**src/rtl/data_sync_transmitter_pkg.sv**
```systemverilog
// Shared definitions for the data sync transmitter/receiver pair.
// Holds the 2-bit handshake FSM encodings and the timeout counter width.
package data_sync_transmitter_pkg;
  localparam int         CNT_W      = 8;

  localparam logic [1:0] ST_IDLE    = 2'd0;
  localparam logic [1:0] ST_REQUEST = 2'd1;
  localparam logic [1:0] ST_RELEASE = 2'd2;
  localparam logic [1:0] ST_RECOVER = 2'd3;
endpackage

```
**src/rtl/data_sync_transmitter_bit_synchronizer.sv**
```systemverilog
// Multi-flop single-bit synchronizer for a level crossing into clk.
module bit_synchronizer #(
  parameter int STAGE_COUNT = 2
) (
  input  logic clk,
  input  logic reset,
  input  logic async_in,
  output logic sync_out
);
  logic [STAGE_COUNT-1:0] r_sync;

  // Shift the asynchronous level through the flop chain; MSB is the output.
  always_ff @(posedge clk or negedge reset) begin
    if (!reset) r_sync <= '0;
    else        r_sync <= {r_sync[STAGE_COUNT-2:0], async_in};
  end

  assign sync_out = r_sync[STAGE_COUNT-1];
endmodule

```
**src/rtl/data_sync_transmitter.sv**
```systemverilog
// Source side of a 4-phase request/acknowledge crossing.
// A word is captured in IDLE, held stable while the request level is raised,
// and released once the synchronized acknowledge has risen and fallen again.
// A timeout aborts a stalled handshake; RECOVER waits for a quiet acknowledge.
module data_sync_transmitter
  import data_sync_transmitter_pkg::*;
#(
  parameter int STAGE_COUNT    = 2,
  parameter int BUS_WIDTH      = 4,
  parameter int TIMEOUT_CYCLES = 64
) (
  input  logic                 clk,
  input  logic                 reset,
  input  logic [BUS_WIDTH-1:0] parallel_data,
  input  logic                 parallel_data_valid,
  output logic                 ready,
  input  logic                 acknowledge,
  output logic [BUS_WIDTH-1:0] asynchronous_data,
  output logic                 asynchronous_data_valid,
  output logic                 transfer_done,
  output logic                 timeout_error
);
  localparam logic [CNT_W-1:0] TO_LAST = CNT_W'(TIMEOUT_CYCLES - 1);

  logic [1:0]           r_state;
  logic [CNT_W-1:0]     r_cnt;
  logic                 r_quiet;
  logic [BUS_WIDTH-1:0] r_data;
  logic                 r_vld;
  logic                 r_done;
  logic                 r_to;

  logic       w_ack_s;
  logic [1:0] w_next;
  logic       w_cap;
  logic       w_vld_clr;
  logic       w_done;
  logic       w_to;
  logic       w_quiet_nxt;
  logic       w_cnt_hit;

  bit_synchronizer #(.STAGE_COUNT(STAGE_COUNT)) u_ack_sync (
    .clk      (clk),
    .reset    (reset),
    .async_in (acknowledge),
    .sync_out (w_ack_s)
  );

  assign w_cnt_hit = (r_cnt == TO_LAST);

  // Next-state and event decode; acknowledge exits take priority over timeout.
  always_comb begin
    w_next      = r_state;
    w_cap       = 1'b0;
    w_vld_clr   = 1'b0;
    w_done      = 1'b0;
    w_to        = 1'b0;
    w_quiet_nxt = 1'b0;
    case (r_state)
      ST_IDLE: begin
        if (w_ack_s) begin
          w_next = ST_RECOVER;           // stale acknowledge: never capture
        end else if (parallel_data_valid) begin
          w_next = ST_REQUEST;
          w_cap  = 1'b1;
        end
      end
      ST_REQUEST: begin
        if (w_ack_s) begin
          w_next    = ST_RELEASE;
          w_vld_clr = 1'b1;
        end else if (w_cnt_hit) begin
          w_next    = ST_RECOVER;
          w_vld_clr = 1'b1;
          w_to      = 1'b1;
        end
      end
      ST_RELEASE: begin
        if (!w_ack_s) begin
          w_next = ST_IDLE;
          w_done = 1'b1;
        end else if (w_cnt_hit) begin
          w_next = ST_RECOVER;
          w_to   = 1'b1;
        end
      end
      ST_RECOVER: begin
        // Need two consecutive low acknowledge samples before re-arming.
        if (!w_ack_s) begin
          if (r_quiet) w_next = ST_IDLE;
          else         w_quiet_nxt = 1'b1;
        end
      end
      default: w_next = ST_IDLE;
    endcase
  end

  // State, quiet qualifier and timeout counter (cleared on any state change).
  always_ff @(posedge clk or negedge reset) begin
    if (!reset) begin
      r_state <= ST_IDLE;
      r_quiet <= 1'b0;
      r_cnt   <= '0;
    end else begin
      r_state <= w_next;
      r_quiet <= w_quiet_nxt;
      if (w_next != r_state)
        r_cnt <= '0;
      else if (r_state == ST_REQUEST || r_state == ST_RELEASE)
        r_cnt <= r_cnt + CNT_W'(1);
    end
  end

  // Launch registers: data changes only on capture, request level is a flop.
  always_ff @(posedge clk or negedge reset) begin
    if (!reset) begin
      r_data <= '0;
      r_vld  <= 1'b0;
      r_done <= 1'b0;
      r_to   <= 1'b0;
    end else begin
      if (w_cap) r_data <= parallel_data;
      if (w_cap)          r_vld <= 1'b1;
      else if (w_vld_clr) r_vld <= 1'b0;
      r_done <= w_done;
      r_to   <= w_to;
    end
  end

  assign ready                   = (r_state == ST_IDLE);
  assign asynchronous_data       = r_data;
  assign asynchronous_data_valid = r_vld;
  assign transfer_done           = r_done;
  assign timeout_error           = r_to;
endmodule
```
**config.mk**
```make
export PLATFORM = sky130hd
export DESIGN_NAME = data_sync_transmitter
export DESIGN_NICKNAME = d
export VERILOG_FILES = /design/src/rtl/data_sync_transmitter_pkg.sv /design/src/rtl/data_sync_transmitter_bit_synchronizer.sv /design/src/rtl/data_sync_transmitter.sv
export SDC_FILE = /design/constraint.sdc
export NUM_CORES = 1
export LEC_CHECK = 0
export BUFFER_PORTS_ARGS = -buffer_cell sky130_fd_sc_hd__buf_2
export CORE_MARGIN = 2
export CORE_UTILIZATION = 40
export DETAILED_ROUTE_END_ITERATION = 8
export GPL_TIMING_DRIVEN = 0
export SETUP_SLACK_MARGIN = 0.1
export SKIP_LAST_GASP = 1
export SYNTH_ARGS = -nofsm -noshare
export SYNTH_HDL_FRONTEND = slang
export SYNTH_SLANG_ARGS = --single-unit
```
**constraint.sdc**
```tcl
create_clock -name clk -period 2.2 [get_ports clk]
set_clock_uncertainty 0.15 [all_clocks]
set_input_delay 0.11 -clock clk [delete_from_list [all_inputs] [get_ports clk]]
set_output_delay 0.11 -clock clk [all_outputs]
set_load 0.05 [all_outputs]
```
Word-level counts from Yosys, hierarchy flattened
Cells that the tools add are included.

cells by class
  mux-type cells = 26
  reductions and logical operators = 4
  equality and inequality tests = 5
  $add $sub $neg = 1

operators with widths
  cell                                                  count
  2-to-1 mux 8 bit                                      2
  2-to-1 mux 1 bit                                      15
  2-to-1 mux 2 bit                                      7
  adder 8 x 1 -> 8 bit (second input constant)          1
  equality test 8 x 6 -> 1 bit (second input constant)  1
  one-hot mux 2 bit (4 select lines)                    1
  equality test 2 bit (second input constant)           2
  nonzero test 2 bit                                    2
  equality test 2 x 1 -> 1 bit (second input constant)  1
  logical NOT 2 bit                                     1
  inequality test 2 bit                                 1
  one-hot mux 1 bit (2 select lines)                    1
  logical OR 1 bit                                      1

word-level totals
  bits in registers = 20
  word-level logic and storage cells = 44
  input bits = 8

Longest topological paths before layout
Gate-level depths: netlist of the first run.

  depth after elaboration = 6
  mapped depth = 8
  mapped depth without buffers = 7

Cells and area by module
Synthesis of the first run repeated with hierarchy kept, for this count alone.

second synthesis, totals
  cell total of the unflattened synthesis = 95
  area total of the unflattened synthesis = 1037.2 µm²

modules (own cells, without submodules)
  module                 times used  cells an instance  area an instance (µm²)  sequential area each (µm²)
  data_sync_transmitter  1           93                 987.2                   450.4
  bit_synchronizer       1           2                  50.0                    50.0

Worst setup path after synthesis of the first run
No wires, ideal clock.

  path kind = reg-to-reg
  from = register r_state[1]
  to = register r_cnt[0]
  period minus slack after synthesis = 2261 ps
  path buffers = 0
  setup slack = -61 ps
  arrival = 1969 ps
  cell stages (with the launch flop) = 8
  data required time = 1909 ps
  cell sequence = dfrtp_1 inv_1 ha_1 or2_2 a2bb2oi_1 o211ai_1 o2bb2ai_1 nor3_1

RTL lines
  what                                                    line                          RTL
  start: declaration                                      data_sync_transmitter.sv:25   logic [1:0] r_state;
  start signal: assignment                                data_sync_transmitter.sv:105  r_state <= w_next;
  logical NOT 2 bit (*)                                   -
  via ready                                               data_sync_transmitter.sv:16   output logic ready,
  one-hot mux 2 bit (4 select lines) (*)                  data_sync_transmitter.sv:59   case (r_state)
  inequality test 2 bit (*)                               data_sync_transmitter.sv:107  if (w_next != r_state)
  2-to-1 mux 8 bit or nonzero test 2 bit (tied branches)  -
  end signal: assignment                                  data_sync_transmitter.sv:110  r_cnt <= r_cnt + CNT_W'(1);
  end: declaration                                        data_sync_transmitter.sv:26   logic [CNT_W-1:0] r_cnt;

Mark *: on every way through the listed nets, which the timed path passes. The rest lies on a longest branch.
A chain may end at the register's enable or synchronous reset.

Worst setup path in the final report of the first run
  from = register r_state[0]
  to = register r_cnt[1]

between the ends
  longest elaborated chain between the ends = 5

RTL lines
  what                                                    line
  2-to-1 mux 2 bit (on tied branches) (2 in series)       -
  one-hot mux 2 bit (4 select lines)                      data_sync_transmitter.sv:59
  inequality test 2 bit                                   data_sync_transmitter.sv:107
  2-to-1 mux 8 bit or nonzero test 2 bit (tied branches)  -

Parallel ways exist; a longest one is shown, timed or not.

==> impl_metrics.csv, run 1 <==
group,metric,value,unit
outcome,status,"finished clean",
sta,final.min_clock_period,2.03,ns
clocking,cts_tree,"yes",
power_and_ir_drop,irDropWorstVdd,0.000949,V
worst_setup_path,endpoint_kind,"register",
placement,hpwl,1.37,mm
placement,place_inst,142,
synthesis,ys_warn_count,0,
die,die_area,2990,sq um
worst_setup_path,r2r_slack,0.17,ns
worst_setup_path,critPathLaunchType,"register",
final_layout,postLayoutCellArea,1350,sq um
sta,grt_setup_unrepaired,"false",
worst_setup_path,path_cells,"inv_1 -> ha_4 -> or2_2 -> a2bb2oi_1 -> o211ai_1 -> o2bb2ai_4 -> nor3_1",
die,coreArea,2450,sq um
die,pin_count,16,
sta,slew_viol_final,0,
synthesis,syn_area,1030,sq um
global_routing,antenna_found_initial,0,
global_routing,grt_first_pass_wirelength,3.19,mm
synthesis,synth-edff-count,0,
clocking,cts-htree-levels,1,
clocking,cts.sinks,20,
sta,tightest_slew,0.460,ns
placement,gp_congestion,0.792,
clocking,cts.clk_slew.worst_paths,0.12,ns
clocking,insertion_delay,0.31,ns
clocking,cts-buffers-inserted,3,
final_layout,final_cells,154,
routing,wl_per_cell,13.9,um
sta,fin_hold_ws,0.112,ns
worst_setup_path,crit_slowest_cell,"dfrtp_2",
die,die_w,54.7,um
routing,drc,0,
clocking,root_buffer,"clkbuf_4",
worst_setup_path,slowest_delay,0.42,ns
global_routing,grtUsageTotal,15.0,%
routing,drtIter0Drc,13,
die,fp.dieH,54.7,um
global_routing,grt_overflow_total,0,
die,rows,18,
synthesis,synth_nets,110,
routing,routed_via_density,5.19,
power_and_ir_drop,p_leak,0.587,nW
worst_setup_path,crit_arrival,2.08,ns
die,start_util,41.9,%
sta,fin_tns_setup,0,ns
routing,drtAntennaViolNets,0,
final_layout,diodes,0,
sta,setup_viol,0,
synthesis,syn_inst,97,
power_and_ir_drop,power_density,1380,nW/um^2
clocking,cts_buffer_depth,2,
final_layout,fin_util,55.1,%
worst_setup_path,crit_fanout,9,
synthesis,ys_async_sr_fraction,100,%
final_layout,nets,138,
synthesis,synth_top_area_share,48.7,%
global_routing,grt_max_degree,21,
global_routing,grt_pass1_vias,726,
worst_hold_path,holdCritPathClass,"in2async",
worst_setup_path,path_buf_inv,1,
synthesis,yosysUniqueCellTypes,32,
worst_setup_path,path_delay_family,"compound AO/OA/AOI/OAI gates",
synthesis,yosys-top-cells-area,"dfrtp_1 49%, ha_1 6.1%, nor3_1 4.4%",
routing,first_pass_iters,4,
synthesis,synth_seq_cells,20,
worst_setup_path,required,2.25,ns
sta,slew_headroom,69.3,%
sta,fin_crit_sh,92.4,%
placement,placed_area,1140,sq um
worst_setup_path,crit_type,"reg2reg",
synthesis,yosys_most_used_dff,"dfrtp_1",
synthesis,synth_top_area_cell,"dfrtp_1",
final_layout,layout-drive-gt1-share,33.9,%
routing,vias,800,
synthesis,syn_area_per_cell,10.6,sq um
final_layout,area_growth,31.6,%
sta,max_freq,492,MHz
sta,hold_violations,0,
routing,drt-total-wl,2.14,mm
placement,port_buffers,15,
synthesis,ys_seq_area_share,48.7,%
flow_run,timing.max_cap.violations,0,
==> what timing repair did <==
action,in CTS,in global routing
hold buffers,7,0
pin swaps,0,3
setup buffers,1,1
endpoints found under the setup margin,8,8
gates resized for setup,2,13
endpoints found under the hold margin,26,0
==> final cells by class <==
| type | instances | area, sq um |
|---|---|---|
| buffer | 2 | 15.0 |
| fill | 205 | 1100 |
| sequential | 20 | 503 |
| clock inverter | 1 | 30.0 |
| clock buffer | 3 | 22.5 |
| inverter | 4 | 15.0 |
| multi-input combinational | 70 | 571 |
| timing repair buffer | 24 | 160 |
| tap | 30 | 37.5 |
==> cell usage after synthesis, types with 3 or more instances <==
| cell type | instances |
|---|---|
| dfrtp_1 | 20 |
| nor3_1 | 9 |
| a21oi_1 | 6 |
| nand2_1 | 6 |
| ha_1 | 5 |
| nor2_1 | 5 |
| inv_1 | 4 |
| mux2_2 | 4 |
| o21ai_0 | 4 |
| xor2_1 | 4 |
| nor2b_1 | 3 |
| xnor2_1 | 3 |
==> power breakdown <==
| part | total, mW | switching [mW] | internal, mW |
|---|---|---|---|
| Clock | 0.304 | 0.120 | 0.184 |
| Combinational | 1.05 | 0.643 | 0.407 |
| Sequential | 0.520 | 0.0632 | 0.457 |
| Total | 1.87 | 0.826 | 1.05 |
==> per-layer routing <==
metal	track usage (%)	wire length (um)	share of wire (%)	vias up
met4	2.92	12	0.56	0
met5	0	0	0	-
met1	19.4	1030	48	377
li1	-	-	-	403
met3	5.19	77	3.6	2
met2	24.0	1020	48	18
==> cells by family after synthesis <==
family                     Yosys count  share of synthesized area [%]
and+or+nand+nor                     32                           16.5
AOI/OAI and AO/OA                   20                           13.1
DFF                                 20                           48.7
xor gates and xnor gates             7                           5.96
buffers and inverters                7                           3.28
muxes                                6                           6.33
adders and majority gates            5                           6.08
==> worst paths after layout <==
kind                                           start                    to  depth (start not counted)
worst max-delay path                      r_state[0]              r_cnt[1]                          7
worst min-delay path                           reset              r_cnt[3]                          2
worst max register to register            r_state[0]              r_cnt[1]                          7
worst min register to register  u_ack_sync.r_sync[0]  u_ack_sync.r_sync[1]                          0
max in group asynchronous                      reset            r_state[1]                          2
min in group clk                u_ack_sync.r_sync[0]  u_ack_sync.r_sync[1]                          0
==> flip-flops by register name, indices dropped and copies added (netlist names) <==
signal and count:
r_cnt 8, asynchronous_data 4, r_state 2, u_ack_sync.r_sync 2, asynchronous_data_valid 1, r_quiet 1
timeout_error 1, transfer_done 1
==> placed cells by master, fill, tap and decap left out, types with 3 or more instances in the layout <==
cell	instances
o21ai_0	3
dlygate4sd3_1	7
nand2_1	6
clkbuf_4	3
nor3_2	3
nor3_1	6
buf_2	15
mux2_2	4
inv_1	4
a21oi_1	5
xor2_1	4
dfrtp_1	18
xnor2_1	3
nor2_1	5
==> per-stage QoR <==
step | setup slack, ns | power, mW
floorplan | 0.137 | 1.21
global placement | -0.0694 | 1.37
detailed placement | -0.0895 | 1.39
CTS | 0.119 | 1.74
global route | 0.0959 | 1.99
finish | 0.168 | 1.87
Power figures use the tool's default switching activity.
==> run 2: changes to the inputs <==
- CTS_BUF_LIST: unset -> sky130_fd_sc_hd__clkbuf_8 sky130_fd_sc_hd__clkbuf_16
==> impl_metrics.csv, run 2 (synthesis gave the netlist of run 1 again) <==
group,metric,value,unit
clocking,root_buffer,"clkbuf_8",
final_layout,layout-drive-gt1-share,36.3,%
sta,setup_viol,0,
sta,slew_viol_final,0,
routing,routed_via_density,5.17,
final_layout,area_growth,34.4,%
power_and_ir_drop,p_total,1.98,mW
worst_setup_path,rr_worst_depth,7,
sta,hold_violations,0,
sta,fin_hold_ws,0.0591,ns
sta,final.min_clock_period,2.08,ns
routing,wl_per_cell,14.2,um
worst_setup_path,r2r-start,"r_state[1]",
global_routing,grt_pass1_vias,711,
worst_setup_path,r2r_slack,0.12,ns
final_layout,mostFrequentLayoutCells,"18 x dfrtp_1, 15 x buf_2, 6 x nand2_1, 6 x nor3_1, 6 x dlygate4sd3_1",
die,fp.dieH,54.7,um
die,coreArea,2450,sq um
die,die_area,2990,sq um
global_routing,grt_first_pass_wirelength,3.15,mm
final_layout,regArea,503,sq um
power_and_ir_drop,power_density,1430,nW/um^2
die,pin_count,16,
clocking,cts.clk_slew.worst_paths,0.08,ns
flow_run,timing.max_cap.violations,0,
worst_setup_path,crit_arrival,2.06,ns
worst_hold_path,holdCritPathClass,"in2reg",
clocking,cts-htree-levels,1,
clocking,cts-buffers-inserted,3,
worst_setup_path,crit_type,"reg2reg",
global_routing,antenna_found_initial,0,
worst_setup_path,r2r_end,"r_cnt[1]",
sta,slew_headroom,69.5,%
final_layout,diodes,0,
final_layout,nets,138,
final_layout,multiInputGateArea,581,sq um
final_layout,fill_cells,201,
worst_setup_path,critPathLaunchType,"register",
power_and_ir_drop,p_leak,0.597,nW
sta,fin_tns_setup,0,ns
worst_hold_path,hold_path_depth,3,
clocking,cts_tree,"yes",
global_routing,grt_overflow_total,0,
routing,first_pass_iters,3,
worst_setup_path,required,2.19,ns
die,die_w,54.7,um
placement,port_buffers,15,
final_layout,largest_reg_flops,8,
worst_setup_path,endpoint_kind,"register",
placement,hpwl,1.37,mm
routing,drc,0,
final_layout,final_cells,154,
routing,drtAntennaViolNets,0,
worst_hold_path,holdPathEnd,"r_state[1]",
die,start_util,41.9,%
worst_setup_path,crit_fanout,8,
worst_hold_path,min_from,"parallel_data_valid",
power_and_ir_drop,irDropWorstVdd,0.000990,V
outcome,status,"finished clean",
clocking,insertion_delay,0.26,ns
clocking,cts.sinks,20,
sta,tightest_slew,0.457,ns
placement,place_inst,142,
sta,grt_setup_unrepaired,"false",
sta,max_freq,482,MHz
global_routing,grt_max_degree,21,
routing,vias,796,
routing,drtIter0Drc,5,
clocking,cts_buffer_depth,2,
die,rows,18,
global_routing,grtUsageTotal,14.8,%
final_layout,top_register,"r_cnt",
final_layout,final_common_cell,"dfrtp_1",
sta,fin_crit_sh,94.4,%
routing,drt-total-wl,2.19,mm
placement,gp_congestion,0.792,
## run 2: changes by cell type in the layout (fill, tap and decap cells not counted)
cell / previous run / this run
ha_2: 1 / 0
inv_1: 4 / 2
dlygate4sd3_1: 7 / 6
clkbuf_8: 0 / 3
ha_4: 2 / 3
clkbuf_4: 3 / 0
inv_2: 0 / 1
inv_4: 0 / 1
buf_4: 2 / 3
## run 2: how the worst max path moves through the flow
stage | endpoint | depth (start not counted) | slack, ns | from
floorplan | r_cnt[0] | 7 | 0.14 | r_state[1]
global placement | r_cnt[0] | 7 | -0.07 | r_state[1]
detailed placement | r_cnt[1] | 7 | -0.09 | r_state[1]
CTS | r_cnt[1] | 7 | 0.12 | r_state[0]
global route | r_cnt[1] | 7 | 0.03 | r_state[1]
finish | r_cnt[1] | 7 | 0.12 | r_state[1]
## run 2: layer usage
layer	routed length [um]	global-route usage, %	up-vias
met2	1080	22.8	12
li1	-	-	402
met4	10	2.92	0
met3	66	5.19	2
met5	0	0	-
met1	1040	19.9	380
## run 2: where the power goes
| group | switching, mW | leakage [nW] | internal, mW |
|---|---|---|---|
| clock network | 0.124 | 0.0357 | 0.243 |
| registers | 0.0831 | 0.256 | 0.458 |
| logic | 0.646 | 0.305 | 0.425 |
| total | 0.853 | 0.597 | 1.13 |
## run 2: cell type report
| class | count | share of cell area (%) |
|---|---|---|
| multi-input combinational | 70 | 42.0 |
| sequential | 20 | 36.4 |
| timing repair buffer | 24 | 11.4 |
| clock buffer | 3 | 2.99 |
| tap | 30 | 2.71 |
| clock inverter | 1 | 2.17 |
| inverter | 4 | 1.27 |
| buffer | 2 | 1.09 |
## run 2: worst max-delay path, stage by stage (launching register included)
cell and delay, ns:
dfrtp_2 0.47, inv_4 0.07, ha_4 0.19, or2_2 0.34, a2bb2oi_1 0.15, o211ai_1 0.27
o2bb2ai_4 0.23, nor3_1 0.10
## run 2: stage by stage
step                area (sq um)  util, %  setup slack, ns
floorplan                   1030        -            0.137
global placement            1140     46.6          -0.0694
detailed placement          1140     46.6          -0.0895
CTS                         1280     52.3            0.120
global route                1380     56.3           0.0343
finish                      1380     56.3            0.124
## run 2: timing repair
action | 4_1_cts | 5_1_grt
hold endpoints to repair | 25 | 0
resized for setup | 3 | 16
pin swaps | 0 | 3
hold buffers | 6 | 0
setup buffers | 0 | 3
setup endpoints to repair | 8 | 8
